--- src/rtl/mp_dcache_tag_ctrl.sv ---
// mp_dcache_tag_ctrl
// Tag-array controller for a direct-mapped data cache. It owns a single-port
// tag SRAM (one entry per set), clears it after reset or on an
// invalidate-all request, and serves lookups and tag updates from the core.
//
// Tag word layout: [TAG_WIDTH+1] valid, [TAG_WIDTH] dirty, [TAG_WIDTH-1:0] tag.
//
// Ports
//   clk, rst          rising-edge clock, synchronous active-high reset
//   lkp_*             lookup request (valid/ready, set, tag) and its
//                     one-cycle-later response (valid, hit, dirty, victim tag)
//   upd_*             tag write request (valid/ready, set, tag, valid, dirty)
//   inv_all_req       level-sampled request to clear the whole array
//   busy              high while the array is being cleared (INIT or INV)
//   tag_*0            single-port SRAM command/data interface
module mp_dcache_tag_ctrl #(
    parameter int TAG_WIDTH = 22,
    parameter int SET_WIDTH = 4
) (
    input  logic                 clk,
    input  logic                 rst,
    input  logic                 lkp_valid,
    output logic                 lkp_ready,
    input  logic [SET_WIDTH-1:0] lkp_set,
    input  logic [TAG_WIDTH-1:0] lkp_tag,
    output logic                 lkp_resp_valid,
    output logic                 lkp_hit,
    output logic                 lkp_dirty,
    output logic [TAG_WIDTH-1:0] lkp_victim_tag,
    input  logic                 upd_valid,
    output logic                 upd_ready,
    input  logic [SET_WIDTH-1:0] upd_set,
    input  logic [TAG_WIDTH-1:0] upd_tag,
    input  logic                 upd_vld,
    input  logic                 upd_dirty,
    input  logic                 inv_all_req,
    output logic                 busy,
    output logic                 tag_csb0,
    output logic                 tag_web0,
    output logic [SET_WIDTH-1:0] tag_addr0,
    output logic [TAG_WIDTH+1:0] tag_din0,
    input  logic [TAG_WIDTH+1:0] tag_dout0
);

    typedef enum logic [1:0] {
        INIT,
        RUN,
        INV
    } state_t;

    state_t                 state_q, state_d;
    logic [SET_WIDTH-1:0]   cnt_q, cnt_d;
    logic                   respValid_q, respValid_d;
    logic [TAG_WIDTH-1:0]   lkpTag_q, lkpTag_d;

    logic                   respShown;
    logic                   storedValid;
    logic                   storedDirty;
    logic [TAG_WIDTH-1:0]   storedTag;

    always_ff @(posedge clk) begin
        if (rst) begin
            state_q     <= INIT;
            cnt_q       <= '0;
            respValid_q <= 1'b0;
            lkpTag_q    <= '0;
        end else begin
            state_q     <= state_d;
            cnt_q       <= cnt_d;
            respValid_q <= respValid_d;
            lkpTag_q    <= lkpTag_d;
        end
    end

    always_comb begin
        state_d     = state_q;
        cnt_d       = cnt_q;
        respValid_d = 1'b0;
        lkpTag_d    = lkpTag_q;
        lkp_ready   = 1'b0;
        upd_ready   = 1'b0;
        busy        = 1'b1;
        tag_csb0    = 1'b1;
        tag_web0    = 1'b1;
        tag_addr0   = '0;
        tag_din0    = '0;

        case (state_q)
            INIT, INV: begin
                // Clear sequence: one zero write per cycle, walking every set.
                // inv_all_req is deliberately not looked at here.
                tag_csb0 = 1'b0;
                tag_web0 = 1'b0;
                tag_addr0 = cnt_q;
                cnt_d    = cnt_q + 1'b1;
                if (cnt_q == '1) begin
                    state_d = RUN;
                end
            end
            RUN: begin
                busy      = 1'b0;
                upd_ready = 1'b1;
                // Updates win; holding off lookups keeps the single SRAM port
                // to one command per cycle.
                lkp_ready = !upd_valid;
                if (upd_valid) begin
                    tag_csb0  = 1'b0;
                    tag_web0  = 1'b0;
                    tag_addr0 = upd_set;
                    tag_din0  = {upd_vld, upd_dirty, upd_tag};
                end else if (lkp_valid) begin
                    tag_csb0    = 1'b0;
                    tag_web0    = 1'b1;
                    tag_addr0   = lkp_set;
                    respValid_d = 1'b1;
                    lkpTag_d    = lkp_tag;
                end
                // A request accepted this cycle still completes; its response
                // simply appears during the first INV cycle.
                if (inv_all_req) begin
                    state_d = INV;
                    cnt_d   = '0;
                end
            end
            default: begin
                state_d = INIT;
                cnt_d   = '0;
            end
        endcase

        // While reset is held, outputs must look idle even before the state
        // register has taken its reset value.
        if (rst) begin
            lkp_ready = 1'b0;
            upd_ready = 1'b0;
            busy      = 1'b1;
            tag_csb0  = 1'b1;
            tag_web0  = 1'b1;
            tag_addr0 = '0;
            tag_din0  = '0;
        end
    end

    // Read data is held by the SRAM until the next enabled command, so it is
    // still valid in the response cycle even if a new command issues then.
    assign respShown      = respValid_q && !rst;
    assign storedValid    = tag_dout0[TAG_WIDTH+1];
    assign storedDirty    = tag_dout0[TAG_WIDTH];
    assign storedTag      = tag_dout0[TAG_WIDTH-1:0];

    assign lkp_resp_valid = respShown;
    assign lkp_hit        = respShown && storedValid && (storedTag == lkpTag_q);
    assign lkp_dirty      = respShown && storedValid && storedDirty;
    assign lkp_victim_tag = respShown ? storedTag : '0;

endmodule

--- config.mk ---
export PLATFORM = sky130hd
export DESIGN_NAME = mp_dcache_tag_ctrl
export DESIGN_NICKNAME = d
export VERILOG_FILES = /design/src/rtl/mp_dcache_tag_ctrl.sv
export SDC_FILE = /design/constraint.sdc
export NUM_CORES = 1
export LEC_CHECK = 0
export ABC_AREA = 1
export BUFFER_PORTS_ARGS = -buffer_cell sky130_fd_sc_hd__buf_2
export CAP_MARGIN = 20
export CORE_MARGIN = 2
export CORE_UTILIZATION = 44
export DETAILED_ROUTE_END_ITERATION = 10
export GPL_TIMING_DRIVEN = 0
export PLACE_DENSITY = 0.86
export SETUP_SLACK_MARGIN = 0.3
export SKIP_LAST_GASP = 1
export SYNTH_ARGS = -nofsm -noshare
export SYNTH_HDL_FRONTEND = slang
export SYNTH_SLANG_ARGS = --single-unit
--- constraint.sdc ---
create_clock -name clk -period 2.69 [get_ports clk]
set_input_delay 0.538 -clock clk [delete_from_list [all_inputs] [get_ports clk]]
set_output_delay 0.538 -clock clk [all_outputs]
set_load 0.02 [all_outputs]
Yosys cells after proc, flatten, opt, wreduce, memory -nomap -nowiden
Cells that the tools add are included.
Widths: inputs -> output; s select.
{"block": "totals", "in_bits": 83, "ff_bits": 29, "elab_cells": 51, "out_inout_bits": 58}
{"block": "classes", "muxes": 27, "n_eq_ne": 6, "n_reduce_logical": 11, "bitwise_logic": 2, "addsub": 1}
{"op": "$mux 24", "n": 3}
{"op": "$eq 22x22->1", "n": 1}
{"op": "$mux 22", "n": 1}
{"op": "$mux 4", "n": 4}
{"op": "$pmux 4 s2", "n": 2}
{"op": "$mux 1", "n": 12}
{"op": "$add 4x1->4 const B", "n": 1}
{"op": "$eq 4x4->1 const B", "n": 1}
{"op": "$logic_and 1x1->1", "n": 4}
{"op": "$mux 2", "n": 2}
{"op": "$ne 2x2->1 const B", "n": 2}
{"op": "$pmux 1 s2", "n": 2}
{"op": "$pmux 2 s2", "n": 1}
{"op": "$reduce_and 3->1", "n": 1}
{"op": "$reduce_or 3->1", "n": 1}
{"op": "$eq 2x1->1 const B", "n": 1}
{"op": "$eq 2x2->1 const B", "n": 1}
{"op": "$logic_not 1->1", "n": 2}
{"op": "$logic_not 2->1", "n": 1}
{"op": "$not 1->1", "n": 2}
{"op": "$reduce_and 2->1", "n": 1}
{"op": "$reduce_or 2->1", "n": 1}

Depth between registers and ports, before layout
Gate-level depths: netlist (run 1).
{"block": "logic_depth", "ltp_word": 4, "mapped_depth": 8, "mapped_depth_nobuf": 8}

Worst setup path after synthesis (run 1)
No wires, ideal clock.
{"block": "synth_path", "kind": "input to output", "from": "input port upd_valid", "to": "output port tag_addr0[0]", "path_buffers": 1, "slack_ns": 0.799, "stages": 6, "arrival_time_ns": 1.353, "required_ns": 2.152, "path_cell_list": "inv_1 nand3_2 inv_1 buf_6 nand2_1 a21oi_1"}
{"block": "synth_between", "elab_chain_len": 3}
{"element": "start: declaration", "line_no": "30", "text": "input logic upd_valid,"}
{"element": "$mux 4", "line_no": "106", "text": "if (upd_valid) begin"}
{"element": "$pmux 4 s2", "line_no": "88", "text": "case (state_q)"}
{"element": "$mux 4", "line_no": "133", "text": "if (rst) begin"}
{"element": "end: declaration", "line_no": "40", "text": "output logic [SET_WIDTH-1:0] tag_addr0,"}
No other way between the ends.

Final worst setup path (run 1)
{"block": "layout_path", "from": "input port rst", "to": "output port lkp_victim_tag[15]"}
{"block": "layout_between", "elab_chain_len": 3}
{"element": "start: declaration", "line_no": "21", "text": "input logic rst,"}
{"element": "$logic_not 1->1", "line_no": "146", "text": "assign respShown = respValid_q && !rst;"}
{"element": "$logic_and 1x1->1", "line_no": "146"}
{"element": "$mux 22", "line_no": "154", "text": "assign lkp_victim_tag = respShown ? storedTag : '0;"}
{"element": "end: declaration", "line_no": "29", "text": "output logic [TAG_WIDTH-1:0] lkp_victim_tag,"}
No other way between the ends.

==> results.sh, run 1 <==
export IMPL_slew_violations=0
export IMPL_nets=567
export IMPL_synth_edff_count=0
export IMPL_core_mm2=0.00429
export IMPL_netlist_top_cells_area="dfxtp_1 30%, nor2_1 15%, inv_1 14%, nand2_1 13%, a21oi_1 6.2%"
export IMPL_fin_setup_tns_ns=0
export IMPL_finish_utilization=0.648
export IMPL_cts_sinks=29
export IMPL_grt_max_degree=11
export IMPL_cp_arrival_ns=1.70
export IMPL_postCtsHoldBufs=0
export IMPL_die_y_um=70.3
export IMPL_cts_tree="yes"
export IMPL_syn_inst=336
export IMPL_via_per_inst=4.65
export IMPL_port_buffers=140
export IMPL_wl_per_cell_um=11.4
export IMPL_fin_crit_ns=2.24
export IMPL_place_congestion=0.848
export IMPL_yosys_warnings=0
export IMPL_cts_reportedPaths_clkPinSlew_ns=0.06
export IMPL_drt_total_wl_um=6100
export IMPL_synth_common_cells="79 x nor2_1, 72 x inv_1, 68 x nand2_1"
export IMPL_path_class="primary input to primary output"
export IMPL_clk_path_buf_depth=2
export IMPL_crit_top_cell="buf_2"
export IMPL_cp_end_kind="primary output"
export IMPL_design_area_mm2=0.00278
export IMPL_worst_path_max_fanout=10
export IMPL_hold_class="register to register"
export IMPL_h_tree_depth=2
export IMPL_async_flop_share=0
export IMPL_syn_area_per_cell_um2=5.75
export IMPL_synth_largest_area_cell="dfxtp_1"
export IMPL_peakVddDrop_uv=264
export IMPL_synth_net_count=420
export IMPL_numCtsBuffers=5
export IMPL_hold_viol=0
export IMPL_rsz0062_at_grt="no"
export IMPL_status="completed"
export IMPL_ys_seq_area_frac=0.300
export IMPL_fill_cells=449
export IMPL_max_slew_worst_pin_slew_ns=0.528
export IMPL_diodes=0
export IMPL_synth_most_common_cell="nor2_1"
export IMPL_finalSetupViolCount=0
export IMPL_crit_chain="buf_2 > inv_2 > nand2_1 > clkbuf_1 > nor2_1 > buf_2"
export IMPL_place_ws_ns=0.438
export IMPL_overflow=0
export IMPL_synthDominantCellAreaShare=0.300
export IMPL_p_total_mw=0.921
export IMPL_vias=2492
export IMPL_drt_iter0_markers=72
export IMPL_layout_setup_ws_ns=0.452
export IMPL_synth_ff_type="dfxtp_1"
export IMPL_worstSkewPairLatency_ns=0.27
export IMPL_finalClockSkew_ns=0.00212
export IMPL_dp_hpwl_um=4990
export IMPL_boundaryPins=141
export IMPL_slew_headroom=0.648
export IMPL_cts_root_buf="clkbuf_8"
export IMPL_powerDensity_mw_per_mm2=331
export IMPL_fp_row_count=24
export IMPL_grt_pass1_vias=2341
export IMPL_power_leakage_nw=1.68
export IMPL_dpl_cell_area_mm2=0.00270
export IMPL_die_area_mm2=0.00494
export IMPL_yosysUniqueCellTypes=23
export IMPL_drt_first_pass_iters=4
export IMPL_drc_errors=0
export IMPL_post_route_period_util=0.832
export IMPL_maxCapViolCount=0
export IMPL_fp_dieW_um=70.3
export IMPL_start_util=0.450
export IMPL_max_stage_delay_ns=0.46
export IMPL_grt_pass1_wl_um=9830
export IMPL_ant_nets=0
export IMPL_fmax_ghz=0.447
export IMPL_synthToLayoutAreaGrowth_pct=44.0
export IMPL_track_usage=0.248
export IMPL_synth_ff_latch_count=29
export IMPL_required_ns=2.15
export IMPL_grt_antenna_before_repair=0
export IMPL_drive_gt1_frac=0.331
export IMPL_cp_start_kind="primary input"
export IMPL_cp_slowest_cell="clkbuf_1"
export IMPL_syn_area_mm2=0.00193
-- layer usage --
| layer | wire length [um] | global-route usage | share of wire | vias to the layer above |
|---|---|---|---|---|
| met3 | 466 | 0.0649 | 0.076 | 10 |
| met1 | 2310 | 0.250 | 0.38 | 1087 |
| li1 | - | - | - | 1289 |
| met5 | 0 | 0 | 0 | - |
| met2 | 3210 | 0.479 | 0.53 | 106 |
| met4 | 108 | 0.0897 | 0.018 | 0 |
-- worst max-delay path: cells and delay by family --
| family | cells | cell delay, ns |
|---|---|---|
| buf+inv | 4 | 0.83 |
| simple gates | 2 | 0.33 |
-- report_power, final --
part / total (mW) / internal, mW / leakage, nW / switching [mW]
Combinational: 0.146 / 0.0726 / 1.41 / 0.0731
Clock: 0.338 / 0.183 / 0.0395 / 0.154
Sequential: 0.438 / 0.433 / 0.234 / 0.00424
-- stage by stage --
| stage | hold slack [ns] | instances |
|---|---|---|
| final | 0.469 | 536 |
| after detailed placement | 0.461 | 528 |
| after global placement | 0.454 | 528 |
| after CTS | 0.471 | 536 |
| after floorplan | 0.442 | 336 |
| after global routing | 0.489 | 536 |
-- registers in the layout, summed over array words and instances, names as in the netlist --
name / flops
lkpTag_q: 22
cnt_q: 4
state_q: 2
respValid_q: 1
-- layout make-up --
class / count / area, um2 / area share
Multi-Input combinational cell: 221 / 995 / 0.357
Timing Repair Buffer: 140 / 701 / 0.252
Sequential cell: 29 / 581 / 0.209
Inverter: 74 / 278 / 0.0998
Buffer: 12 / 85.1 / 0.0306
Clock buffer: 8 / 80.1 / 0.0288
Tap cell: 52 / 65.1 / 0.0234
-- cell usage in the layout (no fill, tap or decap), types with 3 or more instances in the layout --
cell      instances
nand3_1           3
nor2_1           79
buf_6             5
xnor2_1           8
clkbuf_1          8
o21ai_1          13
inv_1            72
buf_2           142
nand2_1          68
a21oi_1          24
clkbuf_8          5
o21ai_0          14
dfxtp_1          29
-- path summary, 6_finish.rpt --
| check | startpoint | to | slack, ns | depth (start not counted) |
|---|---|---|---|---|
| setup reg to reg | state_q[0] | lkpTag_q[11] | 1.29 | 7 |
| hold reg to reg | lkpTag_q[12] | lkpTag_q[12] | 0.47 | 2 |
| hold / removal | lkpTag_q[12] | lkpTag_q[12] | 0.47 | 2 |
| setup / recovery | rst | lkp_victim_tag[15] | 0.45 | 6 |
-- logic make-up (layout without fill, tap and decap cells) --
logic type,after synthesis,after routing,share of synthesized area
adder cells (fa/ha/maj),1,1,0.00647
AND/OR/NAND/NOR,157,157,0.320
flip-flops,29,29,0.300
buffers and inverters,86,234,0.188
XOR/XNOR,8,8,0.0362
AO/OA/AOI/OAI,55,55,0.149
-- what timing repair did --
action | CTS | global route
resized for setup | 0 | 1
endpoints found under the setup margin | 0 | 2
hold endpoints to repair | 0 | 0
setup buffers | 0 | 0
(Power assumes the default switching activity.)
==> run 2, diff against run 1 <==
- CORE_UTILIZATION: 44 -> 37
- PLACE_DENSITY: 0.86 -> 0.77
- clock period: 2.69 -> 1.8 ns (I/O delays scaled with it)
==> run 2 against run 1 <==
The run now ends with negative setup slack left. Via count rose by 18%. Critical endpoint is now lkp_hit. Combinational power rose by 110%. Power rose by 65%. Die area rose by 18%. Clock-buffer cell count fell by 1. Sequential power rose by 48%. Non-clock buffer count rose by 27. Sequential cell count did not move. First-iteration DRC count rose by 130%. Clock power rose by 65%. Global-route usage barely moved. Worst hold slack got worse by 0.18 ns.
==> results.sh, run 2 (synthesis results as in run 1) <==
export IMPL_largest_register="lkpTag_q"
export IMPL_core_mm2=0.00507
export IMPL_cts_tree="yes"
export IMPL_cts_reportedPaths_clkPinSlew_ns=0.06
export IMPL_die_area_mm2=0.00582
export IMPL_overflow=0
export IMPL_required_ns=1.44
export IMPL_drt_first_pass_iters=5
export IMPL_fill_cells=279
export IMPL_cts_root_buf="clkbuf_8"
export IMPL_power_frac_seq=0.428
export IMPL_dpl_cell_area_mm2=0.00274
export IMPL_power_leakage_nw=2.04
export IMPL_h_tree_depth=2
export IMPL_track_usage=0.248
export IMPL_die_y_um=76.3
export IMPL_grt_busiest_layer="met2"
export IMPL_post_route_period_util=1.03
export IMPL_power_share_clock=0.367
export IMPL_grt_antenna_before_repair=0
export IMPL_use_met1=0.278
export IMPL_max_slew_worst_pin_slew_ns=0.823
export IMPL_max_stage_delay_ns=0.35
export IMPL_start_util=0.381
export IMPL_fp_row_count=26
export IMPL_worstSkewPairLatency_ns=0.29
export IMPL_internal_power_mw=1.08
export IMPL_hold_viol=0
export IMPL_placed_cells=546
export IMPL_wl_per_cell_um=16.4
export IMPL_cts_sinks=29
export IMPL_reg2reg_depth=11
export IMPL_p_comb_frac=0.205
export IMPL_fin_setup_tns_ns=-0.483
export IMPL_reg_largest_list="lkpTag_q (22), cnt_q (4), state_q (2)"
export IMPL_power_switching_mw=0.443
export IMPL_via_per_inst=5.09
export IMPL_clk_path_buf_depth=2
export IMPL_finalClockSkew_ns=0.00792
export IMPL_largest_reg_flops=22
export IMPL_design_area_mm2=0.00418
export IMPL_grt_pass1_vias=2589
export IMPL_use_met3=0.0616
export IMPL_worstHoldEndpoint="state_q[1]"
export IMPL_place_congestion=0.806
export IMPL_slew_headroom=0.452
export IMPL_synthToLayoutAreaGrowth_pct=116
export IMPL_ant_nets=0
export IMPL_drive_gt1_frac=0.569
export IMPL_hold_class="primary input to register"
export IMPL_powerDensity_mw_per_mm2=363
export IMPL_drt_iter0_markers=169
export IMPL_layout_setup_ws_ns=-0.0485
export IMPL_r2r_start="state_q[1]"
export IMPL_violations="negative setup slack"
export IMPL_cp_start_kind="register"
export IMPL_rsz0062_at_grt="yes"
export IMPL_fin_crit_ns=1.85
export IMPL_crit_buf_inv=2
export IMPL_diodes=0
export IMPL_reg2reg_to="lkpTag_q[0]"
export IMPL_crit_chain="inv_1 > nand2_1 > nand2_1 > nor2_1 > nand2_1 > nor2_2 > nand2_2 > nor2_4 > buf_6"
export IMPL_drt_total_wl_um=9490
export IMPL_port_buffers=140
export IMPL_fp_dieW_um=76.3
export IMPL_dp_hpwl_um=4700
export IMPL_cp_end_kind="primary output"
export IMPL_finalSetupViolCount=24
export IMPL_worst_path_max_fanout=2
export IMPL_grt_pass1_wl_um=11800
export IMPL_min_from="inv_all_req"
export IMPL_reg2reg_slack_ns=0.07
export IMPL_instances_no_fill=580
export IMPL_fmax_ghz=0.541
export IMPL_cp_arrival_ns=1.49
export IMPL_use_met2=0.471
export IMPL_drc_errors=0
export IMPL_layout_commonest_cell="buf_2"
export IMPL_numCtsBuffers=5
export IMPL_path_delay_family="simple AND/OR/NAND/NOR gates"
export IMPL_status="finished with violations"
export IMPL_crit_top_cell="nand2_1"
export IMPL_hold_path_depth=3
export IMPL_netSwitchingFraction=0.292
export IMPL_peakVddDrop_uv=285
export IMPL_nets=594
export IMPL_layout_common_cells="84 x buf_2, 68 x inv_1, 60 x nand2_1, 60 x buf_6, 50 x nor2_4"
export IMPL_maxCapViolCount=0
export IMPL_cp_slowest_cell="dfxtp_1"
export IMPL_vias=2952
export IMPL_boundaryPins=141
export IMPL_grt_max_degree=11
export IMPL_path_class="register to primary output"
export IMPL_p_total_mw=1.52
export IMPL_postCtsHoldBufs=0
export IMPL_slew_violations=0
run 2: layout make-up:
| type | instances | area, um2 | area share |
|---|---|---|---|
| plain buffers | 12 | 169 | 0.0404 |
| clock buffers | 7 | 86.3 | 0.0207 |
| multi-input cells | 221 | 1540 | 0.369 |
| inverters | 74 | 290 | 0.0695 |
| flip-flops and latches | 29 | 594 | 0.142 |
| repair buffers | 167 | 1410 | 0.337 |
| well taps | 70 | 87.6 | 0.0210 |
run 2: worst max path at each step:
stage	startpoint	cells after the start	slack [ns]	to
after floorplan	state_q[1]	6	0.26	tag_din0[10]
after global routing	state_q[1]	7	-0.12	tag_din0[7]
after CTS	state_q[1]	7	0.007	tag_din0[20]
final	lkpTag_q[13]	9	-0.05	lkp_hit
after detailed placement	rst	9	-0.16	lkp_hit
after global placement	rst	9	-0.15	lkp_hit
run 2: worst reg2reg max path, stage by stage, from the launching register on:
cell and delay [ns]:
dfxtp_4 0.36, buf_12 0.12, nor2_4 0.10, nand3_2 0.09
buf_6 0.13, buf_6 0.10, buf_6 0.10, buf_6 0.12
buf_12 0.14, clkbuf_16 0.16, o21ai_2 0.12, a21oi_1 0.07
run 2: per-stage QoR:
stage	setup slack (ns)	hold WS (ns)	utilization
2_1_floorplan	0.265	0.442	-
3_3_place_gp	-0.153	0.453	0.540
3_5_place_dp	-0.158	0.460	0.540
4_1_cts	0.00700	0.279	0.702
5_1_grt	-0.117	0.279	0.823
6_report	-0.0485	0.291	0.823
run 2: metal layers:
metal,vias to the layer above,wire length (um)
met2,180,5130
met3,40,635
met4,0,409
met5,-,0
met1,1382,3310
li1,1350,-
run 2: repair_timing:
item | CTS | global route
setup endpoints to repair | 58 | 81
gates cloned | 4 | 4
gates resized for setup | 185 | 128
pin swaps | 10 | 22
buffers inserted | 14 | 5
run 2: power groups by stage:
stage               clock network (mW)  logic, mW  registers (mW)
finish                           0.558      0.311           0.650
global route                     0.595      0.335           0.651
CTS                              0.550      0.252           0.650
detailed placement                   0      0.222           0.667
global placement                     0      0.218           0.667
floorplan                            0      0.103           0.666
==> run 3, diff against run 2 <==
- CORE_ASPECT_RATIO: not set -> 1.25
- RECOVER_POWER: not set -> 50
==> run 3 against run 2 <==
The flow now finishes without violations. Critical path type unchanged. Largest power group unchanged. Via count decreased by 14%. Global-route usage decreased by 3.5 points. Maximum frequency rose by 3.1%. Die area is essentially flat. First-iteration DRC count down 37%.
==> results.sh, run 3 (synthesis results as in run 1) <==
export IMPL_grt_pass1_vias=2306
export IMPL_netSwitchingFraction=0.257
export IMPL_drc_errors=0
export IMPL_max_slew_worst_pin_slew_ns=0.479
export IMPL_numCtsBuffers=5
export IMPL_synthToLayoutAreaGrowth_pct=68.0
export IMPL_peakVddDrop_uv=309
export IMPL_fin_crit_ns=1.79
export IMPL_clk_path_buf_depth=2
export IMPL_wl_per_cell_um=11.9
export IMPL_powerDensity_mw_per_mm2=428
export IMPL_die_area_mm2=0.00582
export IMPL_fmax_ghz=0.558
export IMPL_diodes=0
export IMPL_worst_path_max_fanout=10
export IMPL_place_ws_ns=-0.0840
export IMPL_finalSetupViolCount=0
export IMPL_vias=2525
export IMPL_hold_path_depth=3
export IMPL_layout_commonest_cell="buf_2"
export IMPL_drt_first_pass_iters=4
export IMPL_cts_reportedPaths_clkPinSlew_ns=0.06
export IMPL_drive_gt1_frac=0.420
export IMPL_die_y_um=84.8
export IMPL_slew_headroom=0.681
export IMPL_core_mm2=0.00504
export IMPL_boundaryPins=141
export IMPL_grt_pass1_wl_um=9670
export IMPL_slew_violations=0
export IMPL_hold_viol=0
export IMPL_required_ns=1.44
export IMPL_drt_iter0_markers=106
export IMPL_maxCapViolCount=0
export IMPL_power_leakage_nw=1.79
export IMPL_reg2reg_slack_ns=0.43
export IMPL_nets=576
export IMPL_layout_setup_ws_ns=0.00662
export IMPL_place_congestion=0.838
export IMPL_drt_total_wl_um=6580
export IMPL_reg2reg_depth=8
export IMPL_layout_common_cells="95 x buf_2, 70 x inv_1, 64 x nand2_1"
export IMPL_worstSkewPairLatency_ns=0.27
export IMPL_internal_power_mw=1.03
export IMPL_cp_start_kind="register"
export IMPL_fp_dieW_um=68.7
export IMPL_cp_slowest_cell="dfxtp_4"
export IMPL_port_buffers=140
export IMPL_grt_antenna_before_repair=0
export IMPL_cts_sinks=29
export IMPL_crit_chain="inv_2 > nand2_2 > nor2_4 > nand2_4 > buf_8 > nor2_1 > buf_4"
export IMPL_power_switching_mw=0.357
export IMPL_grt_max_degree=11
export IMPL_h_tree_depth=2
export IMPL_largest_register="lkpTag_q"
export IMPL_status="completed"
export IMPL_cp_end_kind="primary output"
export IMPL_dp_hpwl_um=4630
export IMPL_power_frac_seq=0.468
export IMPL_cts_tree="yes"
export IMPL_fp_row_count=29
export IMPL_post_route_period_util=0.996
export IMPL_cp_arrival_ns=1.43
export IMPL_track_usage=0.213
export IMPL_path_class="register to primary output"
export IMPL_max_stage_delay_ns=0.36
export IMPL_via_per_inst=4.55
export IMPL_overflow=0
export IMPL_power_share_clock=0.361
export IMPL_rsz0062_at_grt="yes"
export IMPL_start_util=0.383
export IMPL_hold_worst_slack_ns=0.308
export IMPL_finalClockSkew_ns=0.00407
export IMPL_reg_largest_list="lkpTag_q (22), cnt_q (4), state_q (2)"
export IMPL_ant_nets=0
export IMPL_cts_root_buf="clkbuf_8"
export IMPL_largest_reg_flops=22
export IMPL_postCtsHoldBufs=0
export IMPL_hold_class="primary input to register"
export IMPL_p_comb_frac=0.172
## run 3: changes by cell type in the layout (fill, tap and decap cells not counted), sizes merged
cell | before | now
buf | 168 | 156
clkbuf | 18 | 13
## run 3: power by group through the flow
stage	Clock, mW	Sequential (mW)	Combinational (mW)
detailed placement	0	0.668	0.219
global placement	0	0.667	0.216
finish	0.501	0.649	0.239
global route	0.540	0.650	0.268
floorplan	0	0.666	0.103
CTS	0.514	0.651	0.229
## run 3: area by class of cell
class | instances | area, um2
timing repair buffer | 149 | 961
clock buffer | 8 | 80.1
fill | 466 | 1800
tap | 62 | 77.6
sequential | 29 | 592
buffer | 12 | 134
multi-input combinational | 221 | 1110
inverter | 74 | 288
## run 3: what timing repair did
action                                 in CTS  in global routing
setup endpoints to repair                  57                 54
pin swaps                                   5                  4
resized for setup                          66                 54
endpoints found under the hold margin       0                  0
gates cloned                                0                  2
buffers inserted                            7                  0
## run 3: critical path: cells and delay by family, from the launching register on
family                 cells  cell delay [ns]
buffers and inverters      3             0.37
and+or+nand+nor            4             0.44
DFF                        1             0.36
## run 3: per-stage QoR
step | utilization | setup TNS, ns | instances | area (um2) | power (mW)
2_1_floorplan | - | 0 | 336 | 1950 | 0.769
3_3_place_gp | 0.541 | -0.570 | 538 | 2730 | 0.884
3_5_place_dp | 0.541 | -0.609 | 538 | 2730 | 0.887
4_1_cts | 0.601 | 0 | 553 | 3030 | 1.39
5_1_grt | 0.644 | -0.576 | 555 | 3250 | 1.46
6_report | 0.644 | 0 | 555 | 3250 | 1.39
## run 3: per-layer routing
layer | global-route usage | vias up | share of wire
met3 | 0.0438 | 20 | 0.040
met1 | 0.227 | 1129 | 0.39
li1 | - | 1307 | -
met2 | 0.386 | 69 | 0.54
met5 | 0 | - | 0
met4 | 0.0909 | 0 | 0.030
## run 3: worst paths after layout
path	start	end
setup / recovery	state_q[1]	tag_din0[11]
setup reg to reg	state_q[0]	lkpTag_q[5]
hold reg to reg	lkpTag_q[9]	lkpTag_q[9]
hold / removal	inv_all_req	state_q[1]
